## config.mk

```make
export PLATFORM = sky130hd
export DESIGN_NAME = writeback_stage
export DESIGN_NICKNAME = d
export VERILOG_FILES = /design/src/rtl/writeback_stage.sv
export SDC_FILE = /design/constraint.sdc
export NUM_CORES = 1
export LEC_CHECK = 0
export BUFFER_PORTS_ARGS = -buffer_cell sky130_fd_sc_hd__clkbuf_2
export CAP_MARGIN = 40
export CORE_ASPECT_RATIO = 0.5
export CORE_MARGIN = 2
export CORE_UTILIZATION = 46
export CTS_BUF_LIST = sky130_fd_sc_hd__clkbuf_4 sky130_fd_sc_hd__clkbuf_8
export DETAILED_ROUTE_END_ITERATION = 10
export PLACE_DENSITY = 0.87
export SYNTH_ARGS = -nofsm -noshare
export SYNTH_HDL_FRONTEND = slang
export SYNTH_SLANG_ARGS = --single-unit
```

## constraint.sdc

```tcl
create_clock -name clk -period 1.5 [get_ports clk]
set_input_delay 0.225 -clock clk [delete_from_list [all_inputs] [get_ports clk]]
set_output_delay 0.225 -clock clk [all_outputs]
set_load 0.02 [all_outputs]
```

## src/rtl/writeback_stage.sv

```systemverilog
// Writeback pipeline register: selects ALU or load data and drives the register-file write port.
// Define WB_SUBWORD_LOAD_EN to compile in half/byte load extraction; otherwise loads pass the raw word.
module writeback_stage #(
    parameter int DATA_W = 32,
    parameter int ADDR_W = 5
) (
    input  logic              clk,
    input  logic              reset_n,
    input  logic              stall,
    input  logic              flush,
    input  logic              mem_valid,
    input  logic              mem_regwrite,
    input  logic              mem_memtoreg,
    input  logic [ADDR_W-1:0] mem_dest,
    input  logic [DATA_W-1:0] mem_alu_result,
    input  logic [DATA_W-1:0] mem_load_data,
    input  logic [1:0]        mem_load_size,
    input  logic              mem_load_unsigned,
    input  logic [1:0]        mem_byte_offset,
    output logic              rfw_enable,
    output logic [ADDR_W-1:0] rfw_address3,
    output logic [DATA_W-1:0] rfw_data3,
    output logic              wb_valid
);

    // Flow control: flush beats stall; a flush loads a bubble, a stall freezes the
    // register, and otherwise the MEM inputs are captured every cycle.
    logic [DATA_W-1:0] load_value;
    logic [DATA_W-1:0] next_data;
    logic              next_enable;

`ifdef WB_SUBWORD_LOAD_EN
    logic [15:0] half_sel;
    logic [7:0]  byte_sel;

    always_comb begin
        half_sel = mem_byte_offset[1] ? mem_load_data[31:16] : mem_load_data[15:0];
        case (mem_byte_offset)
            2'd0:    byte_sel = mem_load_data[7:0];
            2'd1:    byte_sel = mem_load_data[15:8];
            2'd2:    byte_sel = mem_load_data[23:16];
            default: byte_sel = mem_load_data[31:24];
        endcase
        // Size 11 is treated as a word, same as 00.
        case (mem_load_size)
            2'b01:   load_value = {{(DATA_W-16){half_sel[15] & ~mem_load_unsigned}}, half_sel};
            2'b10:   load_value = {{(DATA_W-8){byte_sel[7] & ~mem_load_unsigned}}, byte_sel};
            default: load_value = mem_load_data;
        endcase
    end
`else
    logic unused_subword;

    assign load_value     = mem_load_data;
    assign unused_subword = ^{mem_load_size, mem_load_unsigned, mem_byte_offset};
`endif

    assign next_data   = mem_memtoreg ? load_value : mem_alu_result;
    assign next_enable = mem_valid & mem_regwrite & (mem_dest != '0);

    always_ff @(posedge clk or negedge reset_n) begin
        if (!reset_n) begin
            wb_valid     <= 1'b0;
            rfw_enable   <= 1'b0;
            rfw_address3 <= '0;
            rfw_data3    <= '0;
        end else if (flush) begin
            // Address/data are left as-is; they are meaningless once enable drops.
            wb_valid   <= 1'b0;
            rfw_enable <= 1'b0;
        end else if (!stall) begin
            wb_valid     <= mem_valid;
            rfw_enable   <= next_enable;
            rfw_address3 <= mem_dest;
            rfw_data3    <= next_data;
        end
    end

endmodule

```

==> summary.txt <==
Status
  • Outcome: finished clean

Floorplanning
  • Die area: between 4000 and 5000 um^2
  • I/O pins: 120
  • Die Height: 47.8 um
  • Die W: 91.6 um
  • Row Count: 15
  • Std-Cell Core Area: 3550 um^2
  • Starting Density: 0.498

Logic synthesis
  • Synth Instances: 160
  • #FFs+latches synth: 39
  • Synth top area share: 0.552
  • Synth area leaders: dfrtp_1, mux2i_1, o21ai_0
  • Ys Warns: 0
  • Register area share after synthesis: 0.552
  • Cell type with the largest total area after synthesis: dfrtp_1
  • Synthesized area: 1770 um^2
  • Synthesized net count: 241
  • Distinct cells, synth: 13
  • Synth Area per Inst: 11.0 um^2

Global routing
  • Initial antenna violation count: 0
  • First-pass GRT wire length: 6240 um
  • Largest net degree at the start of global routing: 33
  • Vias in the first global route: 1,446
  • GRT overflow: 0
  • GRT Overall Usage: 0.189

Power and ir drop
  • PD cells: 1090 nW/um^2
  • Lkg Pwr: ~0.0014 uW
  • Worst vdd ir: 0.690 mV

Worst setup path
  • WP data required: 1.65 ns
  • R2R cell count: 1
  • Critical path class: in -> reg
  • Cells along the critical path: clkbuf_2, or2_2, buf_4, nand2_1, o21ai_0
  • WP data arrival: 1.23 ns
  • Max FO, Critical Path: 28
  • Worst Setup End Kind: flip-flop
  • Nature of the critical path startpoint: primary input
  • CP peak stage delay: around 0.46 ns
  • Slowest CP cell: or2_2

Clocking
  • Clock slew at reported path FFs: roughly 0.07 ns
  • Clock root buffer: clkbuf_8
  • Worst skew pair latency: 0.28 ns
  • TritonCTS clock tree: yes
  • CTS Buffer Depth: 2
  • Cts bufs inserted: 5
  • Clock sink count: 39
  • Max H-tree Level: 2
  • Post-CTS setup buffer count: 0

Finish
  • Share of cells above drive strength 1: 0.480
  • Design area: 2520 um^2
  • Number of diodes: 0
  • Finished Core Util: 0.710
  • Final net count: between 300 and 400
  • Fillers: 260
  • Area delta synth->final: 42.5%

STA
  • Tightest Pin Transition: roughly 0.46 ns
  • Unrepaired setup endpoints after global routing: false
  • Fmax: roughly 0.93 GHz
  • Post-route minimum period: 1.07 ns
  • Tcrit/Tclk final: 0.717
  • Relative slew slack: 0.691
  • Count of final setup violators: 0
  • TNS Setup: 0 ns
  • Hold Worst Slack: 0.110 ns
  • Final Hold Viols: 0
  • Clk_skew: 0 ns
  • Final Max Slew Viols: 0

Route
  • DRC: 0
  • Antenna-violating nets left: 0
  • Via Count: about 1,600
  • Routed WL: about 4100 um
  • Via/cell ratio: 4.76
  • Pre-antenna DRT Iters: 4
  • Initial DRC Count: 39
  • Wire per inst: about 13 um

Placement
  • Port bufs: 114
  • Placed inst area: 2400 um^2
  • Hpwl dp: between 3000 and 4000 um
  • GPL Wtd Cong: ~0.77

Run
  • Max cap viols: 0

Worst hold path
  • Worst min path class: in -> reg
  • WHS Path Cells: 2
## per-layer routing
layer	share of wire	track usage	up-vias
met5	0	0	-
met4	0.019	0.0788	0
met3	0.043	0.0504	8
met2	0.56	0.399	35
met1	0.37	0.189	732
li1	-	-	777
## path summary, 6_finish.rpt
path / startpoint / to / slack (ns)
min in group asynchronous: reset_n / rfw_enable / 0.49
setup / recovery: flush / rfw_data3[12] / 0.43
setup reg to reg: rfw_address3[4] / rfw_address3[4] / 0.74
hold reg to reg: rfw_data3[7] / rfw_data3[7] / 0.48
max in group asynchronous: reset_n / rfw_data3[5] / 0.53
hold / removal: flush / wb_valid / 0.11
## cells in the final DEF (no fill, tap or decap), types with 2 or more instances in the layout
cell,Yosys,layout
o21ai_0,32,32
clkbuf_2,0,114
nand2_1,33,33
nor2_1,2,2
buf_12,0,3
dfrtp_1,39,39
clkbuf_8,0,7
mux2_4,5,5
mux2i_1,33,33
## layout make-up
cell class                      count  area (um^2)  share of cell area
Sequential cell                    39          976               0.388
Clock buffer                        8          104              0.0413
Timing Repair Buffer              119          648               0.257
Multi-Input combinational cell    109          726               0.288
Tap cell                           51         63.8              0.0253
## flip-flops by register name, summed over array words and instances (netlist names)
| name | count |
|---|---|
| rfw_data3 | 32 |
| wb_valid | 1 |
| rfw_enable | 1 |
| rfw_address3 | 5 |
## synth_stat cells
cell type,n
or4_1,1
mux2i_1,33
clkbuf_1,6
o21ai_0,32
nand2_1,33
dfrtp_1,39
buf_6,2
buf_2,4
mux2_4,5
or2_1,1
nor2_1,2
o31ai_1,1
nand3b_1,1
## logic make-up (layout without fill, tap and decap cells)
logic type | count (synthesis) | after routing | share of synthesized area
AO/OA/AOI/OAI | 33 | 33 | 0.0949
buffers and inverters | 12 | 127 | 0.0368
flip-flops | 39 | 39 | 0.552
multiplexers | 38 | 38 | 0.229
AND/OR/NAND/NOR | 38 | 38 | 0.0864
## worst max-delay path: cells and delay by family
kind | cells | cell delay, ns
simple gates | 2 | 0.54
buf+inv | 2 | 0.37
compound gates | 1 | 0.08
## timing repair
action                    in CTS  in global routing
gates resized for setup        0                  0
hold endpoints to repair      16                  0
hold buffers                   1                  0
## power by group
| part | switching [uW] | total [uW] | internal (uW) |
|---|---|---|---|
| registers | 73.3 | 1270 | 1190 |
| logic | 409 | 701 | 292 |
| clock network | 344 | 781 | 438 |
| total | 826 | 2750 | 1920 |
## through the flow
step	std cells	worst slack [ns]	power [uW]
floorplan	160	0.391	1670
global placement	317	0.155	1970
detailed placement	317	0.124	2000
CTS	326	0.422	2780
global route	326	0.337	2890
finish	326	0.425	2750
(Power assumes the default switching activity.)
